===== src/rtl/edge_counter_pkg.sv =====
// Shared types and helpers for the multi-channel edge detector / event counter.
package edge_counter_pkg;

    typedef enum logic [1:0] {
        EDGE_OFF  = 2'b00,
        EDGE_RISE = 2'b01,
        EDGE_FALL = 2'b10,
        EDGE_BOTH = 2'b11
    } edge_mode_t;

    typedef enum logic {
        ST_WARMUP = 1'b0,
        ST_RUN    = 1'b1
    } fsm_t;

    // Readout index width, never narrower than one bit.
    function automatic int unsigned idx_w(input int unsigned n);
        return (n > 1) ? $clog2(n) : 1;
    endfunction

    function automatic logic edge_match(input edge_mode_t mode, input logic cur,
                                        input logic prev);
        logic w_rise;
        logic w_fall;
        w_rise = cur & ~prev;
        w_fall = ~cur & prev;
        case (mode)
            EDGE_RISE: return w_rise;
            EDGE_FALL: return w_fall;
            EDGE_BOTH: return w_rise | w_fall;
            default:   return 1'b0;
        endcase
    endfunction

endpackage


===== src/rtl/edge_counter_chan.sv =====
// One channel: input synchroniser, edge detector, event counter with overflow and
// threshold-hit flags.
module edge_counter_chan
    import edge_counter_pkg::*;
#(
    parameter int unsigned CNT_W       = 8,
    parameter int unsigned SYNC_STAGES = 2
) (
    input  logic             i_clk,
    input  logic             i_rst_n,
    input  logic             i_sig,
    input  logic             i_mask,
    input  edge_mode_t       i_mode,
    input  logic             i_run,
    input  logic             i_sat_en,
    input  logic [CNT_W-1:0] i_threshold,
    input  logic             i_clr,
    output logic [CNT_W-1:0] o_count,
    output logic             o_ovf,
    output logic             o_hit
);

    localparam logic [CNT_W-1:0] CNT_MAX = '1;

    logic [SYNC_STAGES-1:0] r_sync;
    logic [SYNC_STAGES-1:0] w_sync_nxt;
    logic                   r_prev;
    logic                   w_sync;
    logic                   w_edge;
    logic [CNT_W-1:0]       r_count;
    logic [CNT_W-1:0]       w_count_nxt;
    logic                   r_ovf;
    logic                   w_ovf_nxt;
    logic                   r_hit;
    logic                   w_hit_nxt;

    if (SYNC_STAGES > 1) begin : g_shift
        assign w_sync_nxt = {r_sync[SYNC_STAGES-2:0], i_sig};
    end else begin : g_single
        assign w_sync_nxt = i_sig;
    end

    assign w_sync = r_sync[SYNC_STAGES-1];

    // The chain and prev track the input even when masked, so unmasking is glitch-free.
    always_ff @(posedge i_clk or negedge i_rst_n) begin
        if (!i_rst_n) begin
            r_sync <= '0;
            r_prev <= 1'b0;
        end else begin
            r_sync <= w_sync_nxt;
            r_prev <= w_sync;
        end
    end

    assign w_edge = i_run & i_mask & edge_match(i_mode, w_sync, r_prev);

    always_comb begin
        w_count_nxt = r_count;
        w_ovf_nxt   = r_ovf;
        w_hit_nxt   = r_hit;
        if (i_clr) begin
            w_count_nxt = '0;
            w_ovf_nxt   = 1'b0;
            w_hit_nxt   = 1'b0;
        end else if (w_edge) begin
            if (r_count != CNT_MAX) begin
                w_count_nxt = r_count + 1'b1;
            end else begin
                w_ovf_nxt   = 1'b1;
                w_count_nxt = i_sat_en ? CNT_MAX : '0;
            end
            if ((i_threshold != '0) && (w_count_nxt == i_threshold)) begin
                w_hit_nxt = 1'b1;
            end
        end
    end

    always_ff @(posedge i_clk or negedge i_rst_n) begin
        if (!i_rst_n) begin
            r_count <= '0;
            r_ovf   <= 1'b0;
            r_hit   <= 1'b0;
        end else begin
            r_count <= w_count_nxt;
            r_ovf   <= w_ovf_nxt;
            r_hit   <= w_hit_nxt;
        end
    end

    assign o_count = r_count;
    assign o_ovf   = r_ovf;
    assign o_hit   = r_hit;

endmodule


===== src/rtl/edge_counter_bank.sv =====
// Multi-channel edge counter bank: per-channel counters, a shared warm-up FSM that
// masks start-up edges, and a registered indexed readout.
module edge_counter_bank
    import edge_counter_pkg::*;
#(
    parameter int unsigned CHANNELS    = 4,
    parameter int unsigned CNT_W       = 8,
    parameter int unsigned SYNC_STAGES = 2
) (
    input  logic                          clock,
    input  logic                          reset_n,
    input  logic [CHANNELS-1:0]           sig_in,
    input  logic [CHANNELS-1:0]           mask,
    input  logic [2*CHANNELS-1:0]         mode,
    input  logic                          sat_en,
    input  logic [CNT_W-1:0]              threshold,
    input  logic [CHANNELS-1:0]           clr,
    input  logic [idx_w(CHANNELS)-1:0]    rd_idx,
    output logic [CNT_W-1:0]              rd_count,
    output logic [CHANNELS-1:0]           ovf,
    output logic [CHANNELS-1:0]           hit,
    output logic                          ready
);

    localparam int unsigned          IDX_W     = idx_w(CHANNELS);
    localparam int unsigned          WARM_W    = $clog2(SYNC_STAGES + 2);
    localparam logic [WARM_W-1:0]    WARM_LAST = WARM_W'(SYNC_STAGES);

    fsm_t              r_state;
    fsm_t              w_state_nxt;
    logic [WARM_W-1:0] r_warm_cnt;
    logic [WARM_W-1:0] w_warm_cnt_nxt;
    logic              w_run;
    logic [CNT_W-1:0]  w_count [CHANNELS];
    logic [CNT_W-1:0]  w_rd_mux;
    logic [CNT_W-1:0]  r_rd_count;

    // Warm-up lasts until every sync chain and prev register has seen real input.
    always_ff @(posedge clock or negedge reset_n) begin
        if (!reset_n) begin
            r_state    <= ST_WARMUP;
            r_warm_cnt <= '0;
        end else begin
            r_state    <= w_state_nxt;
            r_warm_cnt <= w_warm_cnt_nxt;
        end
    end

    always_comb begin
        w_state_nxt    = r_state;
        w_warm_cnt_nxt = r_warm_cnt;
        case (r_state)
            ST_WARMUP: begin
                if (r_warm_cnt == WARM_LAST) begin
                    w_state_nxt = ST_RUN;
                end else begin
                    w_warm_cnt_nxt = r_warm_cnt + 1'b1;
                end
            end
            ST_RUN: begin
                w_state_nxt = ST_RUN;
            end
            default: begin
                w_state_nxt = ST_WARMUP;
            end
        endcase
    end

    assign w_run = (r_state == ST_RUN);
    assign ready = w_run;

    for (genvar g = 0; g < CHANNELS; g++) begin : g_chan
        edge_counter_chan #(
            .CNT_W       (CNT_W),
            .SYNC_STAGES (SYNC_STAGES)
        ) u_chan (
            .i_clk       (clock),
            .i_rst_n     (reset_n),
            .i_sig       (sig_in[g]),
            .i_mask      (mask[g]),
            .i_mode      (edge_mode_t'(mode[2*g+1:2*g])),
            .i_run       (w_run),
            .i_sat_en    (sat_en),
            .i_threshold (threshold),
            .i_clr       (clr[g]),
            .o_count     (w_count[g]),
            .o_ovf       (ovf[g]),
            .o_hit       (hit[g])
        );
    end

    // Indices with no matching channel read back as zero.
    always_comb begin
        w_rd_mux = '0;
        for (int i = 0; i < CHANNELS; i++) begin
            if (rd_idx == IDX_W'(i)) begin
                w_rd_mux = w_count[i];
            end
        end
    end

    always_ff @(posedge clock or negedge reset_n) begin
        if (!reset_n) begin
            r_rd_count <= '0;
        end else begin
            r_rd_count <= w_rd_mux;
        end
    end

    assign rd_count = r_rd_count;

endmodule


===== config.mk =====
export PLATFORM = sky130hd
export DESIGN_NAME = edge_counter_bank
export DESIGN_NICKNAME = d
export VERILOG_FILES = /design/src/rtl/edge_counter_pkg.sv /design/src/rtl/edge_counter_chan.sv /design/src/rtl/edge_counter_bank.sv
export SDC_FILE = /design/constraint.sdc
export NUM_CORES = 1
export LEC_CHECK = 0
export CAP_MARGIN = 0
export CORE_MARGIN = 2
export CORE_UTILIZATION = 30
export CTS_CLUSTER_DIAMETER = 200
export CTS_CLUSTER_SIZE = 30
export DETAILED_ROUTE_END_ITERATION = 10
export GPL_ROUTABILITY_DRIVEN = 0
export MAX_ROUTING_LAYER = met4
export PLACE_DENSITY = 0.56
export SYNTH_ARGS = -nofsm -noshare
export SYNTH_HDL_FRONTEND = slang
export SYNTH_SLANG_ARGS = --single-unit
export TNS_END_PERCENT = 30

===== constraint.sdc =====
create_clock -name clock -period 2 [get_ports clock]
set_input_delay 0.2 -clock clock [delete_from_list [all_inputs] [get_ports clock]]
set_output_delay 0.2 -clock clock [all_outputs]
set_load 0.01 [all_outputs]

==> results of run 1 <==
[through the flow]
step	hold WS [ps]	cell area, µm²
floorplan	-95.59	4522
global placement	188.3	5527
detailed placement	200.9	5527
CTS	285.0	5884
global route	294.5	5933
finish	296.7	5933
[metal layers]
layer / routed length, µm / track usage / up-vias
met5: 0 / - / -
met4: 182 / 0.04396 / 0
met1: 6153 / 0.2381 / 2089
met2: 5997 / 0.2576 / 143
li1: - / - / 2026
met3: 845 / 0.04386 / 16
[synth_stat cells (all sizes together), types with 3 or more instances]
cell,number
o211ai,8
a22oi,5
a21oi,32
clkbuf,23
nor2b,8
ha,13
mux2i,7
nand4,17
xnor2,26
buf,30
o21ai,33
nand2,42
nand2b,8
nand3,18
nor3,16
and4,9
or2,5
a311oi,8
a211oi,6
nand3b,5
and3,5
mux4,8
a31oi,8
xor2,13
and2,3
inv,18
nor2,35
dfrtp,63
a41oi,6
[kinds of logic (layout without fill, tap and decap cells)]
group | after synthesis | count (layout) | synth area share
buffers and inverters | 72 | 170 | 0.08550
DFF | 63 | 63 | 0.3486
and+or+nand+nor | 181 | 181 | 0.2133
AOI/OAI and AO/OA | 126 | 126 | 0.1848
xor gates and xnor gates | 39 | 39 | 0.07554
adders and majority gates | 13 | 13 | 0.03597
muxes | 15 | 15 | 0.05617
[power by group]
group | leakage, nW | switching, mW | internal (mW) | total (mW)
Sequential | 0.835 | 0.0186 | 1.30 | 1.32
Clock | 0.142 | 0.560 | 0.896 | 1.46
Combinational | 1.47 | 0.236 | 0.213 | 0.449
Total | 2.45 | 0.815 | 2.41 | 3.23
[worst register-to-register path, stage by stage, from the launching register on]
cell	delay (ps)
dfrtp_1	410
ha_4	190
buf_4	130
a2111o_1	360
a21oi_2	160
xor2_1	150
nand2_1	80
o41ai_2	360
[repair_timing]
item                                   CTS  global route
gates resized for setup                 11            10
buffers inserted                         4             1
endpoints found under the hold margin   20             0
hold buffers                             1             0
setup endpoints to repair                1             7
pin swaps                                7             7
[path summary, 6_finish.rpt]
path	from	to	slack (ps)
min in group asynchronous	reset_n	g_chan[3].u_chan.r_sync[0]	360
worst min register to register	g_chan[0].u_chan.r_sync[0]	g_chan[0].u_chan.r_sync[1]	350
worst max register to register	g_chan[2].u_chan.o_count[0]	g_chan[2].u_chan.o_hit	40
max in group asynchronous	reset_n	g_chan[2].u_chan.o_count[2]	950
worst min-delay path	sig_in[1]	g_chan[1].u_chan.r_sync[0]	300
worst max-delay path	g_chan[2].u_chan.o_count[0]	g_chan[2].u_chan.o_hit	40
[sequential cells by signal, summed over array words and instances (netlist names)]
name	flops
g_chan.u_chan.r_sync	8
r_warm_cnt	2
g_chan.u_chan.o_ovf	4
g_chan.u_chan.o_hit	4
rd_count	8
g_chan.u_chan.o_count	32
ready	1
g_chan.u_chan.r_prev	4
[cell type report]
type / count / area (µm²)
Clock buffer: 12 / 256.5
Clock inverter: 4 / 20.02
Fill cell: 1458 / 8711
Inverter: 18 / 67.56
Multi-Input combinational cell: 374 / 2628
Sequential cell: 63 / 1579
Tap cell: 184 / 230.2
Timing Repair Buffer: 136 / 1152
[cell usage in the layout (no fill, tap or decap), types with 4 or more instances in the layout]
cell type,synthesis,routed
buf_4,10,83
dfrtp_1,63,61
clkdlybuf4s50_1,0,48
nand2_1,41,41
nor2_1,35,35
a21oi_1,31,29
o21ai_0,31,29
xnor2_1,26,26
inv_1,18,18
nand4_1,17,17
nand3_1,17,16
nor3_1,14,13
xor2_1,13,13
ha_1,13,11
clkbuf_16,0,9
nor2b_1,8,8
a311oi_1,8,8
nand2b_1,8,8
and4_1,8,8
o211ai_1,8,8
mux4_2,7,7
mux2i_1,7,6
a211oi_1,6,6
a31oi_1,8,6
a41oi_1,6,6
nand3b_1,5,5
a22oi_1,5,5
and3_1,5,5
o21ai_1,2,4
clkinv_2,0,4
==> summary.txt, run 1 <==
Route
  • Initial DRC Count: 377
  • # DRC: 0
  • Via count: about 4300
  • Post-DRT Antenna Nets: 0
  • DR pass1 iterations: 5
  • Aggregate routed wire length: 13180 µm
  • Routed WL per cell: 16.66 µm
  • Vias per Instance: 5.403

Worst setup path
  • WP data required: 2230 ps
  • Cell Chain, Critical Path: ha_4 -> buf_4 -> a2111o_1 -> a21oi_2 -> xor2_1 -> nand2_1 -> o41ai_2
  • Worst Path Buf+Inv: 1
  • Worst-path maximum fanout: 3
  • Largest stage delay, worst path: 410 ps
  • Critical path type: flop to flop
  • Critical Path Stages: 7
  • Worst setup SP type: flop
  • FF-to-FF path depth: 7
  • Worst path top cell family by delay: compound AO/OA/AOI/OAI gates
  • Critical Path End Type: flop
  • Crit path DAT: 2190 ps
  • CP max stage cell: dfrtp_1

Floorplanning
  • Die Span X: 126.8 µm
  • Die area: 0.01607 mm²
  • Die Y: 126.8 µm
  • Initial Utilization: 0.3088
  • Core Box Area: 0.01464 mm²
  • Num ports: 50
  • FP Rows: 44

Global routing
  • GRT Util Overall: 0.1736
  • Largest net degree at the start of global routing: 23
  • Remaining global-route overflow: 0
  • Vias in the first global route: 3987
  • First-pass GRT wire length: 21250 µm
  • Initial antenna violation count: 0

Placed design
  • Hpwl dp: 9972 µm
  • IO buf count: 49
  • Placed cell count: between 700 and 800
  • Place WS: -183.0 ps

STA
  • Worst-margin pin slew: between 500 and 600 ps
  • Relative slew slack: 0.6575
  • Final TNS setup: 0 ps
  • Setup ws final: roughly 43 ps
  • Fmax: 510.9 MHz
  • Post-layout min period: between 1500 and 2000 ps
  • Tcrit/Tclk final: 0.9786
  • Final Hold Fails: 0
  • Final Max Slew Viols: 0
  • RSZ-0062 raised after global routing: true
  • Final setup viols: 0
  • Fin Clk Skew: 6.230 ps

Final layout
  • Share of layout cells above drive strength 1: 0.2224
  • Final Non-Filler Cells: 791
  • Final core occ: 0.4052
  • Nets@finish: 648
  • Diodes inserted: 0
  • Syn-to-layout area delta: 31.21%

Synth
  • Register bit count reported by yosys: 63
  • Netlist cell types: 66
  • Number of enable flip-flop cells after synthesis: 0
  • Syn_nets: between 500 and 600
  • Post-synth top area share: 0.3486
  • Area leader, netlist: dfrtp_1
  • Gate Count Post-Synth: just over 500
  • Syn Area/Cell: approximately 8.9 µm²
  • Top cells by area, synth: dfrtp_1, xnor2_1, ha_1
  • Ys async rst share: 1.000
  • Cell Area, Synth: approximately 0.0045 mm²
  • Yosys warns: 0
  • Primary FF master, synth: dfrtp_1
  • Sequential fraction of the synthesis area: 0.3486

Clocking
  • Root Driver: clkbuf_16
  • TritonCTS clock tree: built
  • Num CTS Buffers: 9
  • Clk sinks: 63
  • Max clock buf depth: 2
  • H-tree depth: 3
  • Worst-Skew Late Latency: 340 ps
  • Worst-path clk slew: approximately 50 ps

Hold path
  • Tightest Hold Check Type: primary input to flop
  • Hold Crit Depth: 1

Outcome
  • Outcome: completed

Power and ir drop
  • Overall power: 3.227 mW
  • Pwr dens: 543.8 mW/mm²
  • Pleak: 2.447 nW
  • Peak VDD IR: 598.3 µV

Run
  • Max Cap Viol: 0
Power figures use the tool's default switching activity.
==> run 2: changes to the inputs <==
--- a/config.mk
+++ b/config.mk
@@ -6,7 +6,6 @@
 export NUM_CORES = 1
 export LEC_CHECK = 0
 export CAP_MARGIN = 0
-export CORE_MARGIN = 2
 export CORE_UTILIZATION = 30
 export CTS_CLUSTER_DIAMETER = 200
 export CTS_CLUSTER_SIZE = 30
==> constraint.sdc (replaced) <==
create_clock -name clock -period 2 [get_ports clock]
set_input_delay 0.2 -clock clock [delete_from_list [all_inputs] [get_ports clock]]
set_output_delay 0.2 -clock clock [all_outputs]
set_load 0.005 [all_outputs]
==> summary.txt, run 2 (same netlist as run 1, synthesis figures left out) <==
STA
  • Final Hold Fails: 0
  • Tcrit/Tclk final: 0.9575
  • Post-layout min period: 1915 ps
  • Fin Clk Skew: roughly 7 ps
  • Hold slack: 298.4 ps
  • Final Max Slew Viols: 0
  • Final TNS setup: 0 ps
  • Setup ws final: 85.10 ps
  • RSZ-0062 raised after global routing: true
  • Fmax: ~520 MHz
  • Relative slew slack: 0.6684
  • Worst-margin pin slew: 497.4 ps
  • Final setup viols: 0

Clocking
  • Max clock buf depth: 2
  • TritonCTS clock tree: built
  • Setup Buffers After CTS: 0
  • Num CTS Buffers: 9
  • Clk sinks: 63
  • Worst-path clk slew: 50 ps
  • H-tree depth: 3
  • Root Driver: clkbuf_16
  • Worst-Skew Late Latency: 340 ps

Placed design
  • IO buf count: 49
  • Place WS: -116.6 ps
  • Hpwl dp: about 9900 µm

Final layout
  • Syn-to-layout area delta: 29.91%
  • Area of the multi-input gates: 0.002614 mm²
  • Nets@finish: 643
  • Storage element area: 0.001578 mm²
  • Commonest cells after routing, fill and taps aside: buf_4, dfrtp_1, clkdlybuf4s50_1, nand2_1, nor2_1
  • Fillers: 1477
  • Commonest non-fill, non-tap cell in the layout: buf_4
  • Diodes inserted: 0
  • Share of layout cells above drive strength 1: 0.2100
  • Final core occ: 0.4011
  • Max reg flops: 32

Worst setup path
  • Worst-path maximum fanout: 6
  • Worst setup SP type: flop
  • Critical Path End Type: flop
  • Critical path type: flop to flop
  • WP data required: 2230 ps
  • Crit path DAT: 2140 ps

Route
  • Via count: approximately 4200
  • Initial DRC Count: 278
  • # DRC: 8
  • Vias per Instance: between 5 and 6
  • Routed WL per cell: about 17 µm
  • DR pass1 iterations: 8
  • Post-DRT Antenna Nets: 0
  • Aggregate routed wire length: approximately 13000 µm

Floorplanning
  • Die area: roughly 0.016 mm²
  • Die Span X: 124.8 µm
  • Num ports: 50
  • Die Y: 124.8 µm
  • Core Box Area: 0.01464 mm²
  • FP Rows: 44
  • Initial Utilization: 0.3088

Global routing
  • Remaining global-route overflow: 0
  • GRT Util Overall: 0.1808
  • Vias in the first global route: 4130
  • Largest net degree at the start of global routing: 28
  • Initial antenna violation count: 0
  • First-pass GRT wire length: 21360 µm

Run
  • Max Cap Viol: 0

Outcome
  • Outcome: finished with violations
  • Failing checks: DRC

Power and ir drop
  • Peak VDD IR: 681.0 µV
  • Pwr dens: 547.0 mW/mm²
  • Pleak: 2.416 nW

Hold path
  • Tightest Hold Check Type: primary input to flop
==> run 2: layout make-up <==
cell class              instances  share of cell area
repair buffers                131              0.1906
flip-flops and latches         63              0.2686
well taps                     184             0.03919
clock inverters                 1           0.0008520
clock buffers                  13             0.04430
multi-input cells             374              0.4449
inverters                      18             0.01150
==> run 2: power by group <==
part           switching [mW]  internal [mW]  total (mW)
Sequential             0.0156           1.30        1.32
Combinational           0.241          0.215       0.456
Clock                   0.549          0.890        1.44
==> run 2: per-layer routing <==
layer	wire, µm	up-vias	track usage
li1	-	2018	-
met1	5994	2004	0.2381
met2	5847	175	0.2670
met3	916	20	0.04253
met4	277	0	0.07117
met5	0	-	-
==> run 2: final timing paths <==
path | startpoint | to | slack, ps | depth (start not counted)
worst max-delay path | g_chan[0].u_chan.o_count[5] | g_chan[0].u_chan.o_hit | 90 | 6
worst max register to register | g_chan[0].u_chan.o_count[5] | g_chan[0].u_chan.o_hit | 90 | 6
worst min-delay path | sig_in[3] | g_chan[3].u_chan.r_sync[0] | 300 | 1
worst min register to register | g_chan[1].u_chan.r_sync[0] | g_chan[1].u_chan.r_sync[1] | 340 | 0
min in group asynchronous | reset_n | g_chan[3].u_chan.r_sync[0] | 360 | 2
max in group asynchronous | reset_n | g_chan[2].u_chan.o_count[2] | 890 | 3
==> run 2: worst max-delay path, stage by stage, from the launching register on <==
cell,delay [ps]
dfrtp_1,400
nand4_1,260
nor3_4,410
mux2i_2,330
xnor2_1,170
a211oi_2,50
a22o_1,180
==> run 2: what timing repair did <==
item                       4_1_cts  5_1_grt
hold endpoints to repair        19        0
hold buffers                     1        0
setup endpoints to repair        0        5
gates resized for setup          0       15
==> run 2: stage by stage <==
step                      total power [mW]  cell area, µm²  cells
after floorplan                      1.563            4522    509
after global placement               1.768            5539    769
after detailed placement             1.780            5539    769
after CTS                            3.238            5814    784
after global routing                 3.349            5874    784
final                                3.213            5874    784
==> run 3: changes to the inputs <==
--- a/config.mk
+++ b/config.mk
@@ -11,6 +11,7 @@
 export CTS_CLUSTER_SIZE = 30
 export DETAILED_ROUTE_END_ITERATION = 10
 export GPL_ROUTABILITY_DRIVEN = 0
+export HOLD_SLACK_MARGIN = 0.03
 export MAX_ROUTING_LAYER = met4
 export PLACE_DENSITY = 0.56
 export SYNTH_ARGS = -nofsm -noshare
==> results of run 3 <==
Final layout, timing and power as in run 2 (identical DEF).
